### src/rtl/dot_seq_pkg.sv
// Shared types and default sizing for the dot-product sequencer.
package dot_seq_pkg;

    typedef enum logic [1:0] {
        S_IDLE  = 2'd0,
        S_ISSUE = 2'd1,
        S_WAIT  = 2'd2,
        S_EMIT  = 2'd3
    } state_t;

    localparam int DEF_W = 16;
    localparam int DEF_C = 4;

endpackage

### src/rtl/dot_product_sequencer.sv
// Sequences one activation vector through a shared engine once per weight set.
// Optional macro DOT_PRODUCT_SEQUENCER_RELU_EN clamps stored results at zero.
module dot_product_sequencer
    import dot_seq_pkg::*;
#(
    parameter int W  = DEF_W,
    parameter int C  = DEF_C,
    localparam int SW = (C > 1) ? $clog2(C) : 1
) (
    input  logic                  clk,
    input  logic                  rst,
    input  logic signed [W-1:0]   in_a [0:3],
    input  logic                  in_v,
    output logic                  in_rdy,
    output logic signed [W-1:0]   eng_a [0:3],
    output logic                  eng_start,
    output logic [SW-1:0]         eng_sel,
    input  logic signed [2*W-1:0] eng_out,
    input  logic                  eng_done,
    output logic signed [2*W-1:0] out [0:C-1],
    output logic                  out_v,
    input  logic                  out_rdy,
    output logic                  err
);

    state_t                state_q, state_d;
    logic [SW-1:0]         ch_q, ch_d;
    logic signed [W-1:0]   eng_a_q [0:3];
    logic signed [W-1:0]   eng_a_d [0:3];
    logic                  eng_start_q, eng_start_d;
    logic [SW-1:0]         eng_sel_q, eng_sel_d;
    logic signed [2*W-1:0] out_q [0:C-1];
    logic signed [2*W-1:0] out_d [0:C-1];
    logic                  out_v_q, out_v_d;
    logic                  err_q, err_d;
    logic signed [2*W-1:0] result_s;

    // Value written into the result bank for the current channel
    always_comb begin
`ifdef DOT_PRODUCT_SEQUENCER_RELU_EN
        if (eng_out[2*W-1]) begin
            result_s = '0;
        end else begin
            result_s = eng_out;
        end
`else
        result_s = eng_out;
`endif
    end

    // Next-state logic for the sequencer FSM, counter and result bank
    always_comb begin
        state_d     = state_q;
        ch_d        = ch_q;
        eng_a_d     = eng_a_q;
        eng_start_d = 1'b0;
        eng_sel_d   = eng_sel_q;
        out_d       = out_q;
        out_v_d     = out_v_q;
        // A completion outside WAIT has no channel to land in; flag it.
        err_d       = err_q | (eng_done && (state_q != S_WAIT));

        case (state_q)
            S_IDLE: begin
                if (in_v) begin
                    eng_a_d     = in_a;
                    ch_d        = '0;
                    eng_sel_d   = '0;
                    eng_start_d = 1'b1;
                    state_d     = S_ISSUE;
                end else begin
                    state_d = S_IDLE;
                end
            end
            S_ISSUE: begin
                state_d = S_WAIT;
            end
            S_WAIT: begin
                if (eng_done) begin
                    out_d[ch_q] = result_s;
                    if (ch_q == SW'(C - 1)) begin
                        out_v_d = 1'b1;
                        state_d = S_EMIT;
                    end else begin
                        ch_d        = ch_q + SW'(1);
                        eng_sel_d   = ch_q + SW'(1);
                        eng_start_d = 1'b1;
                        state_d     = S_ISSUE;
                    end
                end else begin
                    state_d = S_WAIT;
                end
            end
            S_EMIT: begin
                if (out_rdy) begin
                    out_v_d = 1'b0;
                    state_d = S_IDLE;
                end else begin
                    state_d = S_EMIT;
                end
            end
            default: begin
                state_d = S_IDLE;
                out_v_d = 1'b0;
            end
        endcase
    end

    // State registers
    always_ff @(posedge clk or posedge rst) begin
        if (rst) begin
            state_q     <= S_IDLE;
            ch_q        <= '0;
            eng_start_q <= 1'b0;
            eng_sel_q   <= '0;
            out_v_q     <= 1'b0;
            err_q       <= 1'b0;
            for (int i = 0; i < 4; i++) begin
                eng_a_q[i] <= '0;
            end
            for (int i = 0; i < C; i++) begin
                out_q[i] <= '0;
            end
        end else begin
            state_q     <= state_d;
            ch_q        <= ch_d;
            eng_start_q <= eng_start_d;
            eng_sel_q   <= eng_sel_d;
            out_v_q     <= out_v_d;
            err_q       <= err_d;
            eng_a_q     <= eng_a_d;
            out_q       <= out_d;
        end
    end

    assign in_rdy    = (state_q == S_IDLE);
    assign eng_a     = eng_a_q;
    assign eng_start = eng_start_q;
    assign eng_sel   = eng_sel_q;
    assign out       = out_q;
    assign out_v     = out_v_q;
    assign err       = err_q;

endmodule

### config.mk
export PLATFORM = sky130hd
export DESIGN_NAME = dot_product_sequencer
export DESIGN_NICKNAME = d
export VERILOG_FILES = /design/src/rtl/dot_seq_pkg.sv /design/src/rtl/dot_product_sequencer.sv
export SDC_FILE = /design/constraint.sdc
export NUM_CORES = 1
export LEC_CHECK = 0
export ABC_AREA = 0
export BUFFER_PORTS_ARGS = -buffer_cell sky130_fd_sc_hd__clkbuf_2
export CAP_MARGIN = 20
export CORE_MARGIN = 2
export CORE_UTILIZATION = 38
export DETAILED_ROUTE_END_ITERATION = 10
export PLACE_DENSITY = 0.69
export SYNTH_ARGS = -nofsm -noshare
export SYNTH_HDL_FRONTEND = slang
export SYNTH_SLANG_ARGS = --single-unit
### constraint.sdc
create_clock -name clk -period 8.4 [get_ports clk]
set_input_delay 0.84 -clock clk [delete_from_list [all_inputs] [get_ports clk]]
set_output_delay 0.84 -clock clk [all_outputs]
set_load 0.01 [all_outputs]
**After elaboration in Yosys (flattened, before gate mapping)**

Cells that the tools add are included.

- Flip-flop bits (word level): 199
- Input port bits: 101
- Output and inout port bits: 198
- Logic and storage cells: 57

- Add/subtract/negate cells: 1
- $lt $le $gt $ge: 2
- Eq/ne operators: 10
- Mux-type cells: 20
- Bitwise gates (word level): 2
- Reduce and logical (&&, ||, !) cells: 9

Operator list:

| kind | count |
|---|---|
| 128-bit bitwise mux | 1 |
| 32-bit demux with 2-bit select | 1 |
| 32-bit 2-to-1 mux | 1 |
| 2-bit 2-to-1 mux | 6 |
| 2-bit != test (second input constant) | 6 |
| 2-bit case mux with 4 select lines | 1 |
| 4-bit AND reduction | 2 |
| 1-bit 2-to-1 mux | 7 |
| 2-bit equality test (second input constant) | 3 |
| 1-bit case mux with 2 select lines | 2 |
| 2-bit case mux with 2 select lines | 1 |
| 2-bit AND reduction | 2 |
| 2-bit nonzero test | 2 |
| 3-bit >= comparator (second input constant) | 1 |
| 3-bit by 1-bit < comparator with 1-bit output (second input constant) | 1 |
| 2-bit NOT with 3-bit output | 1 |
| 2-bit by 1-bit adder with 2-bit output (second input constant) | 1 |
| 2-bit by 1-bit equality test with 1-bit output (second input constant) | 1 |
| 1-bit logical AND | 2 |
| 2-bit logical NOT | 1 |
| 1-bit OR | 1 |

**Depth between registers and ports, before layout**

- Word-level depth: 6
- Mapped depth: 5
- Mapped depth without buffers: 4

**Worst setup path after synthesis**

No wires, ideal clock.

- Path kind: input to register
- From: input port in_v
- To: register eng_a_q (netlist bit eng_a[0])
- Library setup time: 0.125 ns
- Arrival: 1.756 ns
- Data required time: 8.275 ns
- Setup slack: 6.520 ns
- Stages: 4
- Buffers on the path: 2
- Cell sequence: nor3b_1 > buf_2 > buf_4 > mux2_2

- Longest elaborated chain between the ends: 1

RTL lines:

| what | line | RTL |
|---|---|---|
| start: declaration | dot_product_sequencer.sv:13 | `input logic in_v,` |
| 2-bit AND reduction (no line) | n/a |  |
| end signal: assignment | dot_product_sequencer.sv:131 | `eng_a_q <= eng_a_d;` |
| end: declaration | dot_product_sequencer.sv:28 | `logic signed [W-1:0] eng_a_q [0:3];` |

Every way passes these cells.
A chain may end at the register's enable or synchronous reset.

**Worst setup path in the final report**

- From: input port eng_done
- To: register out_q (netlist bit out[13])

- Longest elaborated chain between the ends: 1

RTL lines:

| what | line | RTL |
|---|---|---|
| start: declaration | dot_product_sequencer.sv:19 | `input logic eng_done,` |
| 2-bit AND reduction (no line) | n/a |  |
| end signal: assignment | dot_product_sequencer.sv:132 | `out_q <= out_d;` |
| end: declaration | dot_product_sequencer.sv:32 | `logic signed [2*W-1:0] out_q [0:C-1];` |

Every way passes these cells.

==> results_dict.tcl <==
set metrics [dict create \
    power_frac_clock_pct 21.0 \
    vias 4796 \
    design.core.area_mm2 0.01946 \
    p_seq_share_pct 43.9 \
    cts_root_buf "clkbuf_16" \
    swShare_pct 33.09 \
    avgSynthCellArea_um2 16.86 \
    die_area_mm2 0.02093 \
    cts_setup_buffers 0 \
    synth_common_cells "dfrtp_1 (199), mux2_2 (193), buf_4 (17), nand2_1 (7), ha_1 (5)" \
    cts_sinks 199 \
    synthFlopType "dfrtp_1" \
    drive_above_1_share_pct 70.28 \
    holdBufCountCts 0 \
    cts_made_buffers 17 \
    drcViolationCount 0 \
    period_share_pct 24.55 \
    tns_ps 0 \
    fmax_ghz 0.4849 \
    ioPinCount 299 \
    status "complete, no violations" \
    cts_resized 0 \
    slew_headroom_pct 38.55 \
    worstPathRequired_ps 8700 \
    clk_pin_slew_ps 70 \
    internal_power_w 0.002451 \
    die_h_um 144.7 \
    max-clock-path-buffers 2 \
    grt_pass1_wl_mm 25.36 \
    netlist_area_mm2 0.007520 \
    worst_skew_pair.late_latency_ps 420 \
    ys_seq_area_share_pct 66.22 \
    period_minus_slack_ps 2062 \
    synth-seq-cells 199 \
    die_w_um 144.7 \
    nets 851 \
    rows 51 \
    syn_inst 446 \
    power-per-cell-area_mw_per_mm2 373.3 \
    wl_per_cell_um 16.26 \
    synth_edf_count 0 \
    worst-setup-path-type "input pin to flip-flop" \
    n_antenna_cell 0 \
    first_global_vias 4796 \
    place.gp.congestion 0.7429 \
    worst_slack_ps 6338 \
    setup_viol 0 \
    place_inst 990 \
    synth_top_area_share_pct 66.22 \
    dp_slack_ps 5707 \
    fin_cells 1022 \
    grt_max_degree 116 \
    syn_nets 552 \
    post_dp_cell_area_mm2 0.009233 \
    antenna_found_initial 0 \
    crit_fanout 32 \
    cts_tree "yes" \
    drv_cap 0 \
    routed_wl_mm 16.62 \
    initial_core_util_pct 38.64 \
    p_leak_nw 5.045 \
    synth_most_common_cell "dfrtp_1" \
    drt_iter0_markers 111 \
    skew_ps 9.252 \
    min_path_type "flip-flop to flip-flop" \
    synth_cell_types 20 \
    synth_top_area_cell "dfrtp_1" \
    switchingPower_w 0.001212 \
    worstPathArrival_ps 2360 \
    hpwl_mm 11.67 \
    dr.pass1.iters 4 \
    synth.top_cells.by_area "dfrtp_1 (66%), mux2_2 (29%), buf_4 (1.7%)" \
    grt_usage_pct 15.84 \
    final_util_pct 50.42 \
    power_frac_comb_pct 35.1 \
    rsz0062_at_grt "false" \
    ant_nets 0 \
    htree_levels 4 \
    area_growth_pct 30.50 \
    place.port_buffers 298 \
    hold_violations 0 \
    design_area_mm2 0.009813 \
    ir_worst_vdd_v 0.0001812 \
    tightest_slew_ps 918.5 \
    viasPerCell 4.693 \
    crit_path_start_kind "input pin" \
    maxSlewViolCount 0 \
    globalRouteOverflowTotal 0 \
    yosys_warnings 0 \
    end_kind "flip-flop" \
    synthArstFlopShare_pct 100.0 \
]
-- registers in the layout, summed over array words and instances, names as in the netlist --
signal     cells
eng_a         64
eng_sel        2
state_q        2
out_v          1
out          128
eng_start      1
err            1
-- layout make-up --
| class | count | area (um^2) |
|---|---|---|
| timing repair buffer | 301 | 1534 |
| fill | 1674 | 9649 |
| inverter | 3 | 18.77 |
| clock inverter | 13 | 113.9 |
| clock buffer | 18 | 439.2 |
| sequential | 199 | 4980 |
| multi-input combinational | 223 | 2396 |
| tap | 265 | 331.6 |
-- power groups by stage --
stage	clock (W)	sequential [W]	combinational, W
after floorplan	0	0.00180	0.000551
after global placement	0	0.00161	0.00129
after detailed placement	0	0.00163	0.00131
after CTS	0.000796	0.00161	0.00131
after global routing	0.000838	0.00167	0.00141
final	0.000768	0.00161	0.00129
-- cell usage in the layout, fill, tap and decap left out, drive strengths merged --
cell and instances:
a21boi 1, a21o 1, a21oi 1, a22o 1, a31oi 1, and3b 1, buf 3, clkbuf 316
clkinv 8, dfrtp 199, ha 5, inv 8, mux2 193, nand2 7, nand2b 2, nand3b 2
nor2 2, nor2b 1, nor3b 1, nor4bb 1, o21ai 3
-- cells by family (layout without fill, tap and decap cells) --
logic type	count (synthesis)	after routing	share of synthesized area, %
flip-flops	199	199	66.22
AND/OR/NAND/NOR	17	17	1.265
AO/OA/AOI/OAI	8	8	0.6656
buffers and inverters	24	335	2.113
adder cells (fa/ha/maj)	5	5	0.8319
multiplexers	193	193	28.90
-- metrics by stage --
stage | hold WS, ps | total power [W]
floorplan | 493.2 | 0.002346
global placement | 443.5 | 0.002901
detailed placement | 453.0 | 0.002936
CTS | 500.6 | 0.003721
global route | 518.1 | 0.003912
finish | 488.6 | 0.003663
-- worst max-delay path, cell delays in order --
cell and delay [ps]:
clkbuf_2 130, and3b_2 270, nand2_2 680, mux2_2 420
-- path summary, 6_finish.rpt --
kind	startpoint	to	slack [ps]	depth (start not counted)
max	eng_done	out[13]	6340	4
min	err	err	490	1
max reg2reg	state_q[0]	out[13]	6370	3
min reg2reg	err	err	490	1
max in group asynchronous	rst	out[2]	6680	4
min in group asynchronous	rst	eng_a[17]	550	2
-- metal layers --
| layer | routed length [um] | global-route usage (%) |
|---|---|---|
| met1 | 6942 | 19.54 |
| met2 | 8330 | 27.01 |
| met3 | 1174 | 5.035 |
| met4 | 173 | 4.190 |
| met5 | 0 | 0 |
Power figures use the tool's default switching activity.
